<file path="src/rtl/mips_cpu_pkg.sv">
// Shared types for the HI/LO unit: op encoding and sequencer states.
package mips_cpu_pkg;

  typedef enum logic [2:0] {
    OP_MULT  = 3'd0,
    OP_MULTU = 3'd1,
    OP_DIV   = 3'd2,
    OP_DIVU  = 3'd3,
    OP_MTHI  = 3'd4,
    OP_MTLO  = 3'd5,
    OP_RSVD6 = 3'd6,
    OP_RSVD7 = 3'd7
  } hilo_op_t;

  typedef enum logic [1:0] {
    IDLE,
    DIV_LAUNCH,
    DIV_WAIT
  } hilo_state_t;

  // Codes 6 and 7 are reserved: they neither write nor stall.
  function automatic logic op_is_real(logic [2:0] op);
    return op <= 3'd5;
  endfunction

endpackage

</file>
<file path="src/rtl/mips_cpu_mult.sv">
// Combinational 32x32->64 multiplier; sign=1 treats both operands as signed.
module mips_cpu_mult (
  input  logic [31:0] a,
  input  logic [31:0] b,
  input  logic        sign,
  output logic [63:0] product
);

  logic signed [32:0] a_ext;
  logic signed [32:0] b_ext;
  logic signed [65:0] full;

  assign a_ext   = {sign & a[31], a};
  assign b_ext   = {sign & b[31], b};
  assign full    = a_ext * b_ext;
  assign product = full[63:0];

endmodule

</file>
<file path="src/rtl/mips_cpu_hilo_unit.sv">
// HI/LO register owner: single-cycle multiplies, MTHI/MTLO, and divide sequencing
// around an external divider with a watchdog.
module mips_cpu_hilo_unit
  import mips_cpu_pkg::*;
#(
  parameter int unsigned DIV_TIMEOUT = 64
) (
  input  logic        clk,
  input  logic        reset,
  input  logic        op_valid,
  input  logic [2:0]  op,
  input  logic [31:0] rs_data,
  input  logic [31:0] rt_data,
  input  logic        mf_req,
  input  logic        mf_sel,
  output logic [31:0] mf_data,
  output logic        stall,
  output logic        div_start,
  output logic        div_sign,
  output logic [31:0] div_dividend,
  output logic [31:0] div_divisor,
  input  logic [31:0] div_quotient,
  input  logic [31:0] div_remainder,
  input  logic        div_done,
  input  logic        div_dbz,
  output logic [31:0] hi,
  output logic [31:0] lo,
  output logic        div_err
);

  localparam int unsigned CntW = $clog2(DIV_TIMEOUT + 1);

  hilo_state_t   state_q;
  logic [CntW-1:0] cnt_q;
  hilo_op_t      op_code;
  logic          op_req;
  logic [63:0]   product;

  assign op_code = hilo_op_t'(op);
  assign op_req  = op_valid & op_is_real(op);

  mips_cpu_mult u_mult (
    .a       (rs_data),
    .b       (rt_data),
    .sign    (op_code == OP_MULT),
    .product (product)
  );

  // Only a divide in flight holds off requests; idle-bus cycles never stall.
  assign stall   = (state_q != IDLE) && (op_req || mf_req);
  assign mf_data = mf_sel ? hi : lo;

  always_ff @(posedge clk or negedge reset) begin
    if (!reset) begin
      state_q      <= IDLE;
      cnt_q        <= '0;
      hi           <= '0;
      lo           <= '0;
      div_start    <= 1'b0;
      div_sign     <= 1'b0;
      div_dividend <= '0;
      div_divisor  <= '0;
      div_err      <= 1'b0;
    end else begin
      div_start <= 1'b0;
      unique case (state_q)
        IDLE: begin
          if (op_req) begin
            unique case (op_code)
              OP_MULT, OP_MULTU: {hi, lo} <= product;
              OP_MTHI:           hi <= rs_data;
              OP_MTLO:           lo <= rs_data;
              OP_DIV, OP_DIVU: begin
                div_dividend <= rs_data;
                div_divisor  <= rt_data;
                div_sign     <= (op_code == OP_DIV);
                div_start    <= 1'b1;
                state_q      <= DIV_LAUNCH;
              end
              default: ;
            endcase
          end
        end
        DIV_LAUNCH: begin
          cnt_q   <= '0;
          state_q <= DIV_WAIT;
        end
        DIV_WAIT: begin
          cnt_q <= cnt_q + 1'b1;
          if (div_done) begin
            if (div_dbz) begin
              div_err <= 1'b1;
            end else begin
              hi <= div_remainder;
              lo <= div_quotient;
            end
            state_q <= IDLE;
          end else if (cnt_q == CntW'(DIV_TIMEOUT - 1)) begin
            div_err <= 1'b1;
            state_q <= IDLE;
          end
        end
        default: state_q <= IDLE;
      endcase
    end
  end

endmodule

</file>
<file path="config.mk">
export PLATFORM = sky130hd
export DESIGN_NAME = mips_cpu_hilo_unit
export DESIGN_NICKNAME = d
export VERILOG_FILES = /design/src/rtl/mips_cpu_pkg.sv /design/src/rtl/mips_cpu_mult.sv /design/src/rtl/mips_cpu_hilo_unit.sv
export SDC_FILE = /design/constraint.sdc
export NUM_CORES = 2
export LEC_CHECK = 0
export CORE_ASPECT_RATIO = 1.4
export CORE_MARGIN = 5
export CORE_UTILIZATION = 63
export CTS_CLUSTER_DIAMETER = 50
export CTS_CLUSTER_SIZE = 25
export DETAILED_ROUTE_END_ITERATION = 8
export PLACE_DENSITY_LB_ADDON = 0.12
export REMOVE_ABC_BUFFERS = 1
export SYNTH_ARGS = -nofsm -noshare
export SYNTH_HDL_FRONTEND = slang
export SYNTH_SLANG_ARGS = --single-unit
</file>
<file path="constraint.sdc">
create_clock -name clk -period 2.9 [get_ports clk]
set_clock_uncertainty 0.05 [all_clocks]
set_input_delay 0.29 -clock clk [delete_from_list [all_inputs] [get_ports clk]]
set_output_delay 0.29 -clock clk [all_outputs]
set_load 0.01 [all_outputs]
</file>
==> run summary <==
Outcome -> complete, but fails checks
Failing checks -> DRC, setup timing
Largest family of logic cells by synthesized area -> adder cells
Maximum fanout along the worst path -> 5
CTS Buffer Depth -> 2
GRT Residual Overflow -> 0
Worst EP required -> 3320 ps
Synth Area in Adders -> 0.561
Synthesized area per cell -> 8.86 µm²
Most frequent cells in the layout -> 1072 x inv_1, 1044 x nand2_1, 1021 x fa_1
Gp weighted congestion -> 1.01
CP Launch Type -> input port
Worst r2r dst -> lo[22]$_DFFE_PN0P_
DP HPWL -> 128 mm
Worst min path class -> in2reg
Setup violations, final -> 60
DRT iter0 DRCs -> 4933
R2R depth -> 8
Vias per cell -> 6.21
Synth top area cells -> fa_1 50%, inv_1 9.7%, nand2_1 9.1%, dfrtp_1 7.8%, ha_1 6.0%
Nets -> 7333
Reg-to-reg slack, setup -> 450 ps
Post-synthesis compound-gate area fraction -> 0.0560
Synth Flop Type -> dfrtp_1
Most common cell after layout, fill and taps aside -> inv_1
Largest stage delay, worst path -> 640 ps
Post-synthesis sequential area ratio -> 0.0779
Worst r2r src -> state_q[0]$_DFFE_PN0P_
Final min period -> 7710 ps
CTS tree -> done
Final worst slack -> -4810 ps
H-tree depth -> 4
Hold Path End -> div_sign$_DFFE_PN0P_
GRT Overall Usage -> 0.456
Data arrival time of the worst path -> 8130 ps
Share of layout cells above drive strength 1 -> 0.254
Antenna violations before repair -> 15
TritonRoute pass-1 iters -> 9
First-pass GRT wire length -> 261 mm
Area Overhead vs Synth -> 33.2%
Die area -> 0.0769 mm²
Total CTS buffers -> 17
Routed wire length -> 191 mm
Worst-skew pair later-pin latency -> 530 ps
Sum Neg Setup Slack -> -236710 ps
Max-Cap Viols -> 0
CP max stage cell -> fa_1
Post-Syn Area -> 0.0449 mm²
Area share of xor/xnor cells in the synthesized design -> 0.0131
Yosys reg bits -> 140
Root buffer cell -> clkbuf_16
Via count -> 42400
Max_slew headroom -> 0.509
Cell mode on critical path -> fa_1
Final period util -> 2.66
RSZ-0062 raised after global routing -> true
FP Rows -> 116
Hold Crit Start -> op[0]
Post-synthesis cell count -> 5073
Initial core utilization -> 0.632
IO Count -> 302
Worst Tran Pin Value -> 736 ps
Die Wd -> 236 µm
Simple-Gate Fraction of Synth Area -> 0.157
Slew Viols, Final -> 0
Distinct cells, synth -> 68
Routed Antenna Nets -> 0
Post-synth top area share -> 0.501
Synth area leader -> fa_1
Die height -> 326 µm
Core ar. -> 0.0711 mm²
Largest net degree at the start of global routing -> 66
Max Fclk -> 130 MHz
DRC Markers -> 6
Hold Vio Cnt, Final -> 0
Critical path capture point type -> flop
Routed wire length per instance -> 28.0 µm
Post-synth EDFFs -> 0
Worst hold stages -> 3
Clk slew on worst S/H paths -> 80 ps
Vias in the first global route -> 44900
Crit Path Category -> in2reg
Yosys warns -> 0
Port Buffer Count -> 301
Ys async rst share -> 1.00
CTS Sinks -> 140
Mux cell area share after synthesis -> 0.0101
-- per-stage QoR --
step	hold slack (ps)	utilization	std cells	setup WS [ps]	instance area (µm²)
floorplan	-55.6	-	4745	-5910	43700
global placement	259	0.747	6575	-5700	53100
detailed placement	260	0.747	6575	-5850	53100
CTS	59.2	0.824	6766	-4460	58600
global route	69.2	0.841	6817	-4840	59800
finish	56.0	0.842	6828	-4810	59900
-- logic make-up (layout without fill, tap and decap cells) --
| group | count (synthesis) | count (layout) |
|---|---|---|
| adders and majority gates | 1342 | 1342 |
| DFF | 140 | 140 |
| buffers and inverters | 1493 | 2285 |
| AOI/OAI and AO/OA | 393 | 393 |
| and+or+nand+nor | 1597 | 1597 |
| other | 0 | 19 |
| xor gates and xnor gates | 67 | 67 |
| muxes | 41 | 41 |
-- worst max-delay path: cells and delay by family --
kind | cells | cell delay, ps
and+or+nand+nor | 2 | 180
buffers and inverters | 9 | 1050
AOI/OAI and AO/OA | 9 | 1750
adders and majority gates | 9 | 4810
-- flip-flops by register name, indices dropped and copies added (netlist names) --
| signal | flops |
|---|---|
| cnt_q | 7 |
| div_err | 1 |
| hi | 32 |
| lo | 32 |
| div_dividend | 32 |
| div_divisor | 32 |
| div_start | 1 |
| state_q | 2 |
| div_sign | 1 |
-- Yosys cell counts (20+ instances only) --
cell and n:
and3_1 28, xnor2_1 47, nand2_1 1090, dfrtp_1 140
inv_1 1164, fa_1 1125, o21ai_0 107, a21oi_1 102
and2_1 291, nor2_1 96, clkbuf_1 308, ha_1 217
o21ai_1 23, mux2_2 34, a211oi_1 20, xor2_1 20
a21o_1 24, o211ai_1 25
-- worst max path at each step --
| stage | from | end | slack (ps) | cells past startpoint |
|---|---|---|---|---|
| finish | rt_data[3] | hi[31]$_DFFE_PN0P_ | -4810 | 29 |
| global route | rt_data[3] | hi[30]$_DFFE_PN0P_ | -4840 | 29 |
| CTS | op[2] | hi[31]$_DFFE_PN0P_ | -4460 | 31 |
| detailed placement | op[2] | hi[24]$_DFFE_PN0P_ | -5850 | 31 |
| global placement | op[2] | hi[31]$_DFFE_PN0P_ | -5700 | 29 |
| floorplan | op[1] | hi[28]$_DFFE_PN0P_ | -5910 | 28 |
-- area by class of cell --
type / instances / area [µm²]
tap: 944 / 1180
clock buffer: 17 / 425
antenna: 19 / 47.5
sequential: 140 / 3500
fill: 3901 / 11300
timing repair buffer: 1089 / 11400
multi-input combinational: 3440 / 38700
clock inverter: 14 / 178
inverter: 1165 / 4380
-- metal layers --
metal	part of all wire	up-vias	track usage
met5	0.00074	-	0
met4	0.14	8	0.432
met3	0.12	1645	0.121
met2	0.46	3633	0.746
met1	0.28	20800	0.472
li1	-	16300	-
-- repair_timing --
action | in CTS | in global routing
endpoints found under the setup margin | 61 | 60
pin swaps | 396 | 203
gates cloned | 27 | 2
hold endpoints to repair | 55 | 1
hold buffers | 2 | 1
gates resized for setup | 936 | 238
setup buffers | 141 | 54
Power is left out: the tool's default activity adds up to more than one toggle a clock period on the data nets, which glitch-free logic cannot reach.
